`src/rtl/seq_mul_pkg.sv`:
```
// rtl/seq_mul_pkg.sv - shared types and helpers for the sequential shift-add multiplier
package seq_mul_pkg;

    localparam int MAX_W = 64;

    typedef enum logic [1:0] {
        IDLE = 2'd0,
        BUSY = 2'd1,
        DONE = 2'd2
    } state_t;

    // Negates v when neg is set; callers size-cast the result to their operand width.
    function automatic logic [MAX_W-1:0] abs_val(input logic [MAX_W-1:0] v, input logic neg);
        return neg ? -v : v;
    endfunction

    function automatic int cnt_width(input int w);
        return (w < 2) ? 1 : $clog2(w);
    endfunction

endpackage

```
`src/rtl/seq_mul_dp.sv`:
```
// rtl/seq_mul_dp.sv - operand, accumulator and counter registers with the add/shift step
module seq_mul_dp
    import seq_mul_pkg::*;
#(
    parameter int WIDTH = 8
) (
    input  logic               clk,
    input  logic               rst_n,
    input  logic               load,
    input  logic               step,
    input  logic               finish,
    input  logic [WIDTH-1:0]   a,
    input  logic [WIDTH-1:0]   b,
    input  logic               sgn,
    output logic               last,
    output logic [2*WIDTH-1:0] s
);

    localparam int CW = cnt_width(WIDTH);

    logic [2*WIDTH-1:0] ma_ext;
    logic [2*WIDTH-1:0] acc;
    logic [WIDTH-1:0]   mb;
    logic [CW-1:0]      cnt;
    logic               neg;

    logic [WIDTH-1:0]   ma_mag;
    logic [WIDTH-1:0]   mb_mag;

    // The most negative input maps to 2^(WIDTH-1), which still fits unsigned.
    assign ma_mag = WIDTH'(abs_val(MAX_W'(a), sgn & a[WIDTH-1]));
    assign mb_mag = WIDTH'(abs_val(MAX_W'(b), sgn & b[WIDTH-1]));

    assign last = (cnt == CW'(WIDTH - 1));

    always_ff @(posedge clk or negedge rst_n) begin
        if (!rst_n) begin
            ma_ext <= '0;
            acc    <= '0;
            mb     <= '0;
            cnt    <= '0;
            neg    <= 1'b0;
            s      <= '0;
        end else begin
            if (load) begin
                ma_ext <= {{WIDTH{1'b0}}, ma_mag};
                mb     <= mb_mag;
                neg    <= sgn & (a[WIDTH-1] ^ b[WIDTH-1]);
                acc    <= '0;
                cnt    <= '0;
            end else if (step) begin
                if (mb[0]) begin
                    acc <= acc + ma_ext;
                end
                ma_ext <= ma_ext << 1;
                mb     <= mb >> 1;
                cnt    <= cnt + CW'(1);
            end
            if (finish) begin
                s <= neg ? -acc : acc;
            end
        end
    end

endmodule

```
`src/rtl/seq_array_mul.sv`:
```
// rtl/seq_array_mul.sv - iterative signed/unsigned multiplier with valid/ready handshakes
module seq_array_mul
    import seq_mul_pkg::*;
#(
    parameter int WIDTH = 8
) (
    input  logic               clk,
    input  logic               rst_n,
    input  logic               in_valid,
    output logic               in_ready,
    input  logic [WIDTH-1:0]   a,
    input  logic [WIDTH-1:0]   b,
    input  logic               sgn,
    output logic               out_valid,
    input  logic               out_ready,
    output logic [2*WIDTH-1:0] s
);

    state_t state_q;
    state_t state_d;
    logic   out_valid_d;
    logic   load;
    logic   step;
    logic   finish;
    logic   last;

    assign in_ready = (state_q == IDLE);

    always_ff @(posedge clk or negedge rst_n) begin
        if (!rst_n) begin
            state_q   <= IDLE;
            out_valid <= 1'b0;
        end else begin
            state_q   <= state_d;
            out_valid <= out_valid_d;
        end
    end

    // DONE spends its first cycle registering the signed result, then waits for out_ready.
    always_comb begin
        state_d     = state_q;
        out_valid_d = out_valid;
        load        = 1'b0;
        step        = 1'b0;
        finish      = 1'b0;
        unique case (state_q)
            IDLE: begin
                if (in_valid) begin
                    load    = 1'b1;
                    state_d = BUSY;
                end
            end
            BUSY: begin
                step = 1'b1;
                if (last) begin
                    state_d = DONE;
                end
            end
            DONE: begin
                if (!out_valid) begin
                    finish      = 1'b1;
                    out_valid_d = 1'b1;
                end else if (out_ready) begin
                    out_valid_d = 1'b0;
                    state_d     = IDLE;
                end
            end
            default: state_d = IDLE;
        endcase
    end

    seq_mul_dp #(.WIDTH(WIDTH)) u_dp (
        .clk    (clk),
        .rst_n  (rst_n),
        .load   (load),
        .step   (step),
        .finish (finish),
        .a      (a),
        .b      (b),
        .sgn    (sgn),
        .last   (last),
        .s      (s)
    );

endmodule

```
`config.mk`:
```
export PLATFORM = sky130hd
export DESIGN_NAME = seq_array_mul
export DESIGN_NICKNAME = d
export VERILOG_FILES = /design/src/rtl/seq_mul_pkg.sv /design/src/rtl/seq_mul_dp.sv /design/src/rtl/seq_array_mul.sv
export SDC_FILE = /design/constraint.sdc
export NUM_CORES = 1
export LEC_CHECK = 0
export CAP_MARGIN = 10
export CORE_AREA = 5 5 113 88
export DETAILED_ROUTE_END_ITERATION = 16
export DIE_AREA = 0 0 118 93
export MAX_ROUTING_LAYER = met4
export PLACE_DENSITY = 0.76
export SYNTH_ARGS = -nofsm -noshare
export SYNTH_HDL_FRONTEND = slang
export SYNTH_SLANG_ARGS = --single-unit
export TNS_END_PERCENT = 10
```
`constraint.sdc`:
```
create_clock -name clk -period 2.9 [get_ports clk]
set_input_delay 0.29 -clock clk [delete_from_list [all_inputs] [get_ports clk]]
set_output_delay 0.29 -clock clk [all_outputs]
set_load 0.01 [all_outputs]
```
Word-level counts from Yosys, hierarchy flattened
Cells that the tools add are included.

cells by class
  $add $sub $neg = 5
  bitwise gates (word level) = 4
  reduce and logical (&&, ||, !) cells = 5
  equality and inequality tests = 7
  multiplexer cells = 24

operators with widths
  kind                 number
  $mux 16              6
  $mux 8               4
  $add 16x16->16       1
  $neg 16->16          1
  $neg 8->8            2
  $mux 2               4
  $ne 2x2->1 const B   4
  $mux 1               7
  $mux 3               2
  $pmux 2 s3           1
  $reduce_and 4->1     1
  $reduce_bool 2->1    2
  $add 3x1->3 const B  1
  $and 1x1->1          3
  $eq 3x3->1 const B   1
  $eq 2x1->1 const B   1
  $eq 2x2->1 const B   1
  $logic_not 2->1      1
  $reduce_and 2->1     1
  $xor 1x1->1          1

storage, ports and cells
  input port bits = 21
  output and inout port bits = 18
  register bits after elaboration = 63
  word-level logic and storage cells = 53

Longest topological paths before layout
Gate-level depths: netlist of run 1.

  depth in word-level cells = 4
  mapped depth = 9
  mapped depth without buffers = 9

By module
From an unflattened synthesis of run 1, not the netlist that was laid out.

unflattened totals
  cell total of the unflattened synthesis = 422
  area total of the unflattened synthesis = 3868.7 um^2

modules (own cells, without submodules)
  module         times used  cells an instance  area an instance (um^2)  seq. area each (um^2)
  seq_mul_dp     1           408                3717.3                   1501.4
  seq_array_mul  1           14                 151.4                    75.1

Least setup slack after synthesis of run 1
No wires, ideal clock.

  path type = flip-flop to flip-flop
  start point = register u_dp.acc[0]
  end point = register u_dp.acc[10]
  path buffers = 0
  stages on the path, launching flop included = 10
  library setup time = 0.121 ns
  required time = 2.779 ns
  arrival = 2.209 ns
  period minus slack after synthesis = 2.329 ns
  setup slack = 0.571 ns
  cells stage by stage = dfrtp_1 ha_1 fa_1 a21oi_1 o31ai_1 a21oi_2 nor2_1 a311o_1 xor2_1 a22o_1

on the way
  cells in the longest elaborated chain, start to end = 4

ends and longest elaborated chain
  what                      line              text
  start: declaration        seq_mul_dp.sv:22  logic [2*WIDTH-1:0] acc;
  start signal: assignment  seq_mul_dp.sv:53  acc <= acc + ma_ext;
  $add 16x16->16            seq_mul_dp.sv:53
  $mux 16                   seq_mul_dp.sv:52  if (mb[0]) begin
  $mux 16                   seq_mul_dp.sv:51  end else if (step) begin
  $mux 16                   seq_mul_dp.sv:45  if (load) begin

No other way between the ends. The select of a mux whose other input is x is not followed.
A chain may end at the register's enable or synchronous reset.

Final worst setup path of run 1
Same ends and word-level chain as after synthesis.

==> impl_metrics.ini, run 1 <==
[floorplanning]
die_h_um = 93
effective_utilization_at_floorplan = 0.4322
io_pins = 39
fp.dieArea_um2 = 10970
die_w_um = 118
design.core.area_um2 = 8783
fp-row-count = 30

[critical_path]
critPathLaunchType = flip-flop
type_of_element_capturing_the_critical_path = flip-flop
cp_data_arrival_time_ps = 2790
worstPathRequired_ps = 3120
regToRegStartpoint = u_dp.acc[0]$_DFFE_PN0P_
worst-setup-path-type = reg -> reg
worstPathMaxFanout = 5
crit_start = u_dp.acc[0]$_DFFE_PN0P_

[timing]
final_max_slew_viol_count = 0
finalWorstSetupSlack_ps = 326.0
setup_skew_after_layout_ps = 6.023
rsz0062_at_grt = false
report.final.hold_viol_count = 0
period_needed_ps = 2574
final_setup_violation_count = 0
worst_slew_margin_rel = 0.3289
hold_slack_ps = 86.34
fin_crit_sh = 0.8876
worst-slew-pin-transition_ps = 1007
achievable-frequency_ghz = 0.3885
setup_total_negative_slack_ps = 0

[clocking]
clkSinkCount = 63
cts_tree = yes
post_cts.repair.setup_buffers = 0
clk_latency_ps = 330
clkSlewWorstSetupHoldPaths_ps = 50
ctsHoldBuffers = 0
clk_path_buf_depth = 2
tritoncts.num_buffers = 9
clock-root-buffer = sky130_fd_sc_hd__clkbuf_16
htree_levels = 3
postCtsResizedCells = 0

[yosys]
synth_cell_type_count = 49
post_synthesis_instance_area_um2 = 3796
synthesis.yosys.warnings = 0
synth_seq_area_share = 0.4153
synth.avg_cell_area_um2 = 8.747
number_of_nets_produced_by_synthesis = 476
synthesized_flop_and_latch_total = 63
syn-instance-count = 434

[grt]
grt_use_met1 = 0.2075
antenna_violations_before_repair = 0
first_global_vias = 2948
grtUsageMet3 = 0.06106
grt.total_usage = 0.1619
global_route.usage.met2 = 0.2434
grt_start_max_net_pins = 42
busiest_layer = met2
grt_first_pass_wirelength_um = 13920
grt.overflow.total = 0

[routing]
drcViolationCount = 0
vias_per_instance = 5.366
routed_wirelength_um = 8144
iteration_0_drc_markers = 205
detailedRoute.firstPassIterationCount = 4
routed-via-count = 3112
wl_per_cell_um = 14.04
postRouteAntennaNets = 0

[place]
place_area_um2 = 4218
numPortBuffers = 38
routability_congestion_estimate_from_global_placement = 0.9154
post-place-ws_ps = 382.0
detailed_place_hpwl_um = 6022

[cells_and_area]
final_design_area_no_fill_um2 = 4483
layout_commonest_cell = sky130_fd_sc_hd__nand2_1
layout-area-overhead-vs-synth_pct = 18.09
final_net_count = 507
final_cell_mix = 97 x sky130_fd_sc_hd__nand2_1, 63 x sky130_fd_sc_hd__dfrtp_1, 44 x sky130_fd_sc_hd__o21ai_0, 37 x sky130_fd_sc_hd__clkdlybuf4s50_1, 29 x sky130_fd_sc_hd__nor2_1
diode_count = 0
layout-drive-gt1-share = 0.05128

[min_path]
hp-class = in -> async

[pwr]
power-per-cell-area_nw_per_um2 = 1113
leakage_nw = 1.997
ir_worst_vdd_mv = 0.6206

[flow_run]
max_cap_viol_count = 0

[outcome]
outcome = completed
synth_stat cells (all sizes together):
master   n  area share
nand2   97       0.096
dfrtp   63        0.42
o21ai   46       0.061
nor2    29       0.029
xor2    22       0.051
ha      20       0.066
a31oi   17       0.028
a21oi   15       0.022
xnor2   15       0.035
clkbuf  12       0.015
inv     10      0.0099
nand3   10       0.013
buf      9       0.016
a211oi   7       0.014
and3     6      0.0099
nand2b   6      0.0099
nor3     6      0.0079
o31ai    5       0.014
mux2i    4       0.011
or3      4      0.0066
a21o     3      0.0059
a22o     3      0.0069
or2      3      0.0056
a21boi   2      0.0040
a311oi   2      0.0046
nor2b    2      0.0033
o41ai    2      0.0096
or4      2      0.0049
a211o    1      0.0023
a22oi    1      0.0020
a311o    1      0.0026
and2     1      0.0016
fa       1      0.0053
nand4    1      0.0016
nor3b    1      0.0020
nor4     1      0.0016
o21a     1      0.0020
o21bai   1      0.0020
o221ai   1      0.0023
o31a     1      0.0023
worst max-delay path: stages (launching register included):
cell and delay, ps:
sky130_fd_sc_hd__dfrtp_1 420, sky130_fd_sc_hd__ha_1 240, sky130_fd_sc_hd__fa_1 400, sky130_fd_sc_hd__a21oi_1 220
sky130_fd_sc_hd__o31ai_1 100, sky130_fd_sc_hd__a21oi_2 230, sky130_fd_sc_hd__nor2_1 130, sky130_fd_sc_hd__a311o_1 380
sky130_fd_sc_hd__xor2_1 160, sky130_fd_sc_hd__a22o_1 180
report_power, final:
group	leakage, nW	total [mW]	internal (mW)	switching [mW]
Sequential	0.811	1.65	1.26	0.395
Clock	0.132	0.967	0.612	0.354
Combinational	1.05	2.37	1.07	1.30
Total	2.00	4.99	2.94	2.05
state kept, by name, summed over array words and instances, names as in the netlist:
name	count
out_valid	1
state_q	2
u_dp.acc	16
u_dp.cnt	3
u_dp.ma_ext	16
u_dp.mb	8
u_dp.neg	1
u_dp.s	16
cell families after synthesis:
family / synth area share
DFF: 0.4153
and+or+nand+nor: 0.1928
muxes: 0.01055
buffers and inverters: 0.04054
adders and majority gates: 0.07119
AOI/OAI and AO/OA: 0.1843
xor gates and xnor gates: 0.08537
through the flow:
stage	total power [mW]	util	instances
after floorplan	3.393	-	434
after global placement	3.927	0.4802	566
after detailed placement	4.033	0.4802	566
after CTS	5.017	0.5104	580
after global routing	5.419	0.5104	580
final	4.991	0.5104	580
final cells by class:
type / instances / area, um2
fillers: 843 / 4300
multi-input cells: 340 / 2066
flip-flops and latches: 63 / 1577
repair buffers: 41 / 397.9
clock buffers: 13 / 260.3
well taps: 112 / 140.1
inverters: 10 / 37.54
clock inverters: 1 / 5.005
worst paths after layout:
| kind | endpoint | cells past startpoint | slack (ps) |
|---|---|---|---|
| min in group clk | u_dp.s[8]$_DFFE_PN0P_ | 2 | 470 |
| max in group asynchronous | u_dp.ma_ext[9]$_DFFE_PN0P_ | 2 | 1970 |
| worst min register to register | u_dp.s[8]$_DFFE_PN0P_ | 2 | 470 |
| worst min-delay path | u_dp.s[14]$_DFFE_PN0P_ | 1 | 90 |
| worst max-delay path | u_dp.acc[10]$_DFFE_PN0P_ | 9 | 330 |
| worst max register to register | u_dp.acc[10]$_DFFE_PN0P_ | 9 | 330 |
routing by layer:
metal  share of wire  wire length [um]
met5               0                 0
met4           0.013               102
met3           0.072               584
met2            0.43              3519
met1            0.48              3937
Note: power is estimated with default switching activity, not from simulation.
==> run 2, diff against run 1 <==
- HOLD_SLACK_MARGIN: default -> 0.12
==> run 2 against run 1 <==
Global-route usage about the same. Routed wire length about the same. Sequential share of layout area down 0.078 points. Worst hold slack better by 390 ps. Sequential power about the same. Die area unchanged. Setup slack better by 11 ps. Combinational power about the same. Flip-flop and latch count unchanged. Utilization up 0.11 points. First-iteration DRC count down 2.9%. Highest routed layer unchanged.
==> impl_metrics.ini, run 2 (synthesis results as in run 1) <==
[cells_and_area]
layout-drive-gt1-share = 0.05117
diode_count = 0
final_cells = 581
layout-area-overhead-vs-synth_pct = 18.36
final_design_area_no_fill_um2 = 4493
final_net_count = 508
layout_commonest_cell = sky130_fd_sc_hd__nand2_1
biggest_registers_after_layout = u_dp.acc x16, u_dp.ma_ext x16, u_dp.s x16
final_cell_mix = 97 x sky130_fd_sc_hd__nand2_1, 63 x sky130_fd_sc_hd__dfrtp_1, 44 x sky130_fd_sc_hd__o21ai_0, 37 x sky130_fd_sc_hd__clkdlybuf4s50_1, 29 x sky130_fd_sc_hd__nor2_1

[timing]
worst-slew-pin-transition_ps = 1015
fin_crit_sh = 0.8837
rsz0062_at_grt = false
final_max_slew_viol_count = 0
final_setup_violation_count = 0
report.final.hold_viol_count = 0
finalWorstSetupSlack_ps = 337.2
period_needed_ps = 2563
setup_total_negative_slack_ps = 0
achievable-frequency_ghz = 0.3902
setup_skew_after_layout_ps = 5.725
worst_slew_margin_rel = 0.3236

[place]
post-place-ws_ps = 382.0
place_area_um2 = 4218
detailed_place_hpwl_um = 6022
routability_congestion_estimate_from_global_placement = 0.9154
dpl.cell_count = 566
numPortBuffers = 38

[critical_path]
worstPathCellList = ha_1 > fa_1 > a21oi_1 > o31ai_1 > a21oi_2 > nor2_1 > a311o_1 > xor2_1 > a22o_1
regToRegStartpoint = u_dp.acc[0]$_DFFE_PN0P_
max_stage_delay_ps = 420
crit_start = u_dp.acc[0]$_DFFE_PN0P_
worstPathRequired_ps = 3120
cp_data_arrival_time_ps = 2780
type_of_element_capturing_the_critical_path = flip-flop
worstPathMaxFanout = 5
worst-setup-path-type = reg -> reg
reg2regPathDepth = 9
critPathLaunchType = flip-flop
worst_path_max_delay_cell = sky130_fd_sc_hd__dfrtp_1

[clocking]
clkSlewWorstSetupHoldPaths_ps = 50
clk_latency_ps = 330
tritoncts.num_buffers = 9
post_cts.repair.setup_buffers = 0
postCtsResizedCells = 0
cts_tree = yes
clock-root-buffer = sky130_fd_sc_hd__clkbuf_16
ctsHoldBuffers = 1
htree_levels = 3
clkSinkCount = 63
clk_path_buf_depth = 2

[routing]
wl_per_cell_um = 14.01
postRouteAntennaNets = 0
detailedRoute.firstPassIterationCount = 4
drcViolationCount = 0
routed_wirelength_um = 8140
routed-via-count = 3111
vias_per_instance = 5.355
iteration_0_drc_markers = 199

[pwr]
ir_worst_vdd_mv = 0.6184
power-per-cell-area_nw_per_um2 = 1110
leakage_nw = 2.001

[grt]
grt_start_max_net_pins = 42
first_global_vias = 2952
grt.overflow.total = 0
grt.total_usage = 0.1623
grt_first_pass_wirelength_um = 13950
antenna_violations_before_repair = 0

[min_path]
hp-class = reg -> reg
worstHoldPathCells = 2
worst_hold_startpoint = u_dp.s[8]$_DFFE_PN0P_

[floorplanning]
effective_utilization_at_floorplan = 0.4322
fp.dieArea_um2 = 10970
die_w_um = 118
io_pins = 39
fp-row-count = 30
die_h_um = 93
design.core.area_um2 = 8783

[flow_run]
max_cap_viol_count = 0

[outcome]
outcome = completed
[run 2: cell types whose count changed in the layout (fill, tap and decap cells not counted), sizes merged]
cell         before  now
dlygate4sd3       0    1
[run 2: worst paths after layout]
kind                                               to  slack (ps)
hold / removal                  u_dp.s[8]$_DFFE_PN0P_         470
min in group asynchronous      u_dp.s[14]$_DFFE_PN0P_         630
setup reg to reg             u_dp.acc[10]$_DFFE_PN0P_         340
max in group asynchronous  u_dp.ma_ext[9]$_DFFE_PN0P_        1430
hold reg to reg                 u_dp.s[8]$_DFFE_PN0P_         470
setup / recovery             u_dp.acc[10]$_DFFE_PN0P_         340
[run 2: cell type report]
class | instances | area (um2)
fillers | 842 | 4290
multi-input cells | 340 | 2066
flip-flops and latches | 63 | 1577
repair buffers | 42 | 407.9
clock buffers | 13 | 260.3
well taps | 112 | 140.1
inverters | 10 | 37.54
clock inverters | 1 | 5.005
[run 2: per-stage QoR]
stage | power (mW) | hold WS, ps | util
final | 4.986 | 471.7 | 0.5115
after global routing | 5.421 | 502.9 | 0.5115
after CTS | 5.018 | 480.3 | 0.5115
after detailed placement | 4.033 | 469.1 | 0.4802
after global placement | 3.927 | 455.7 | 0.4802
after floorplan | 3.393 | -5.591 | -
[run 2: power by group]
group          leakage [nW]  internal, mW  switching [mW]
combinational          1.06          1.07            1.30
clock                 0.132         0.612           0.350
sequential            0.811          1.26           0.394
[run 2: critical path: cells and delay by family (launching register included)]
family / cells / cell delay (ps)
AOI/OAI and AO/OA: 5 / 1110
xor gates and xnor gates: 1 / 160
DFF: 1 / 420
and+or+nand+nor: 1 / 120
adders and majority gates: 2 / 640
[run 2: per-layer routing]
metal | wire length, um | track usage | up-vias
met3 | 573 | 0.06046 | 13
met5 | 0 | - | -
li1 | - | - | 1569
met2 | 3530 | 0.2444 | 89
met4 | 98 | 0.04298 | 0
met1 | 3937 | 0.2082 | 1440
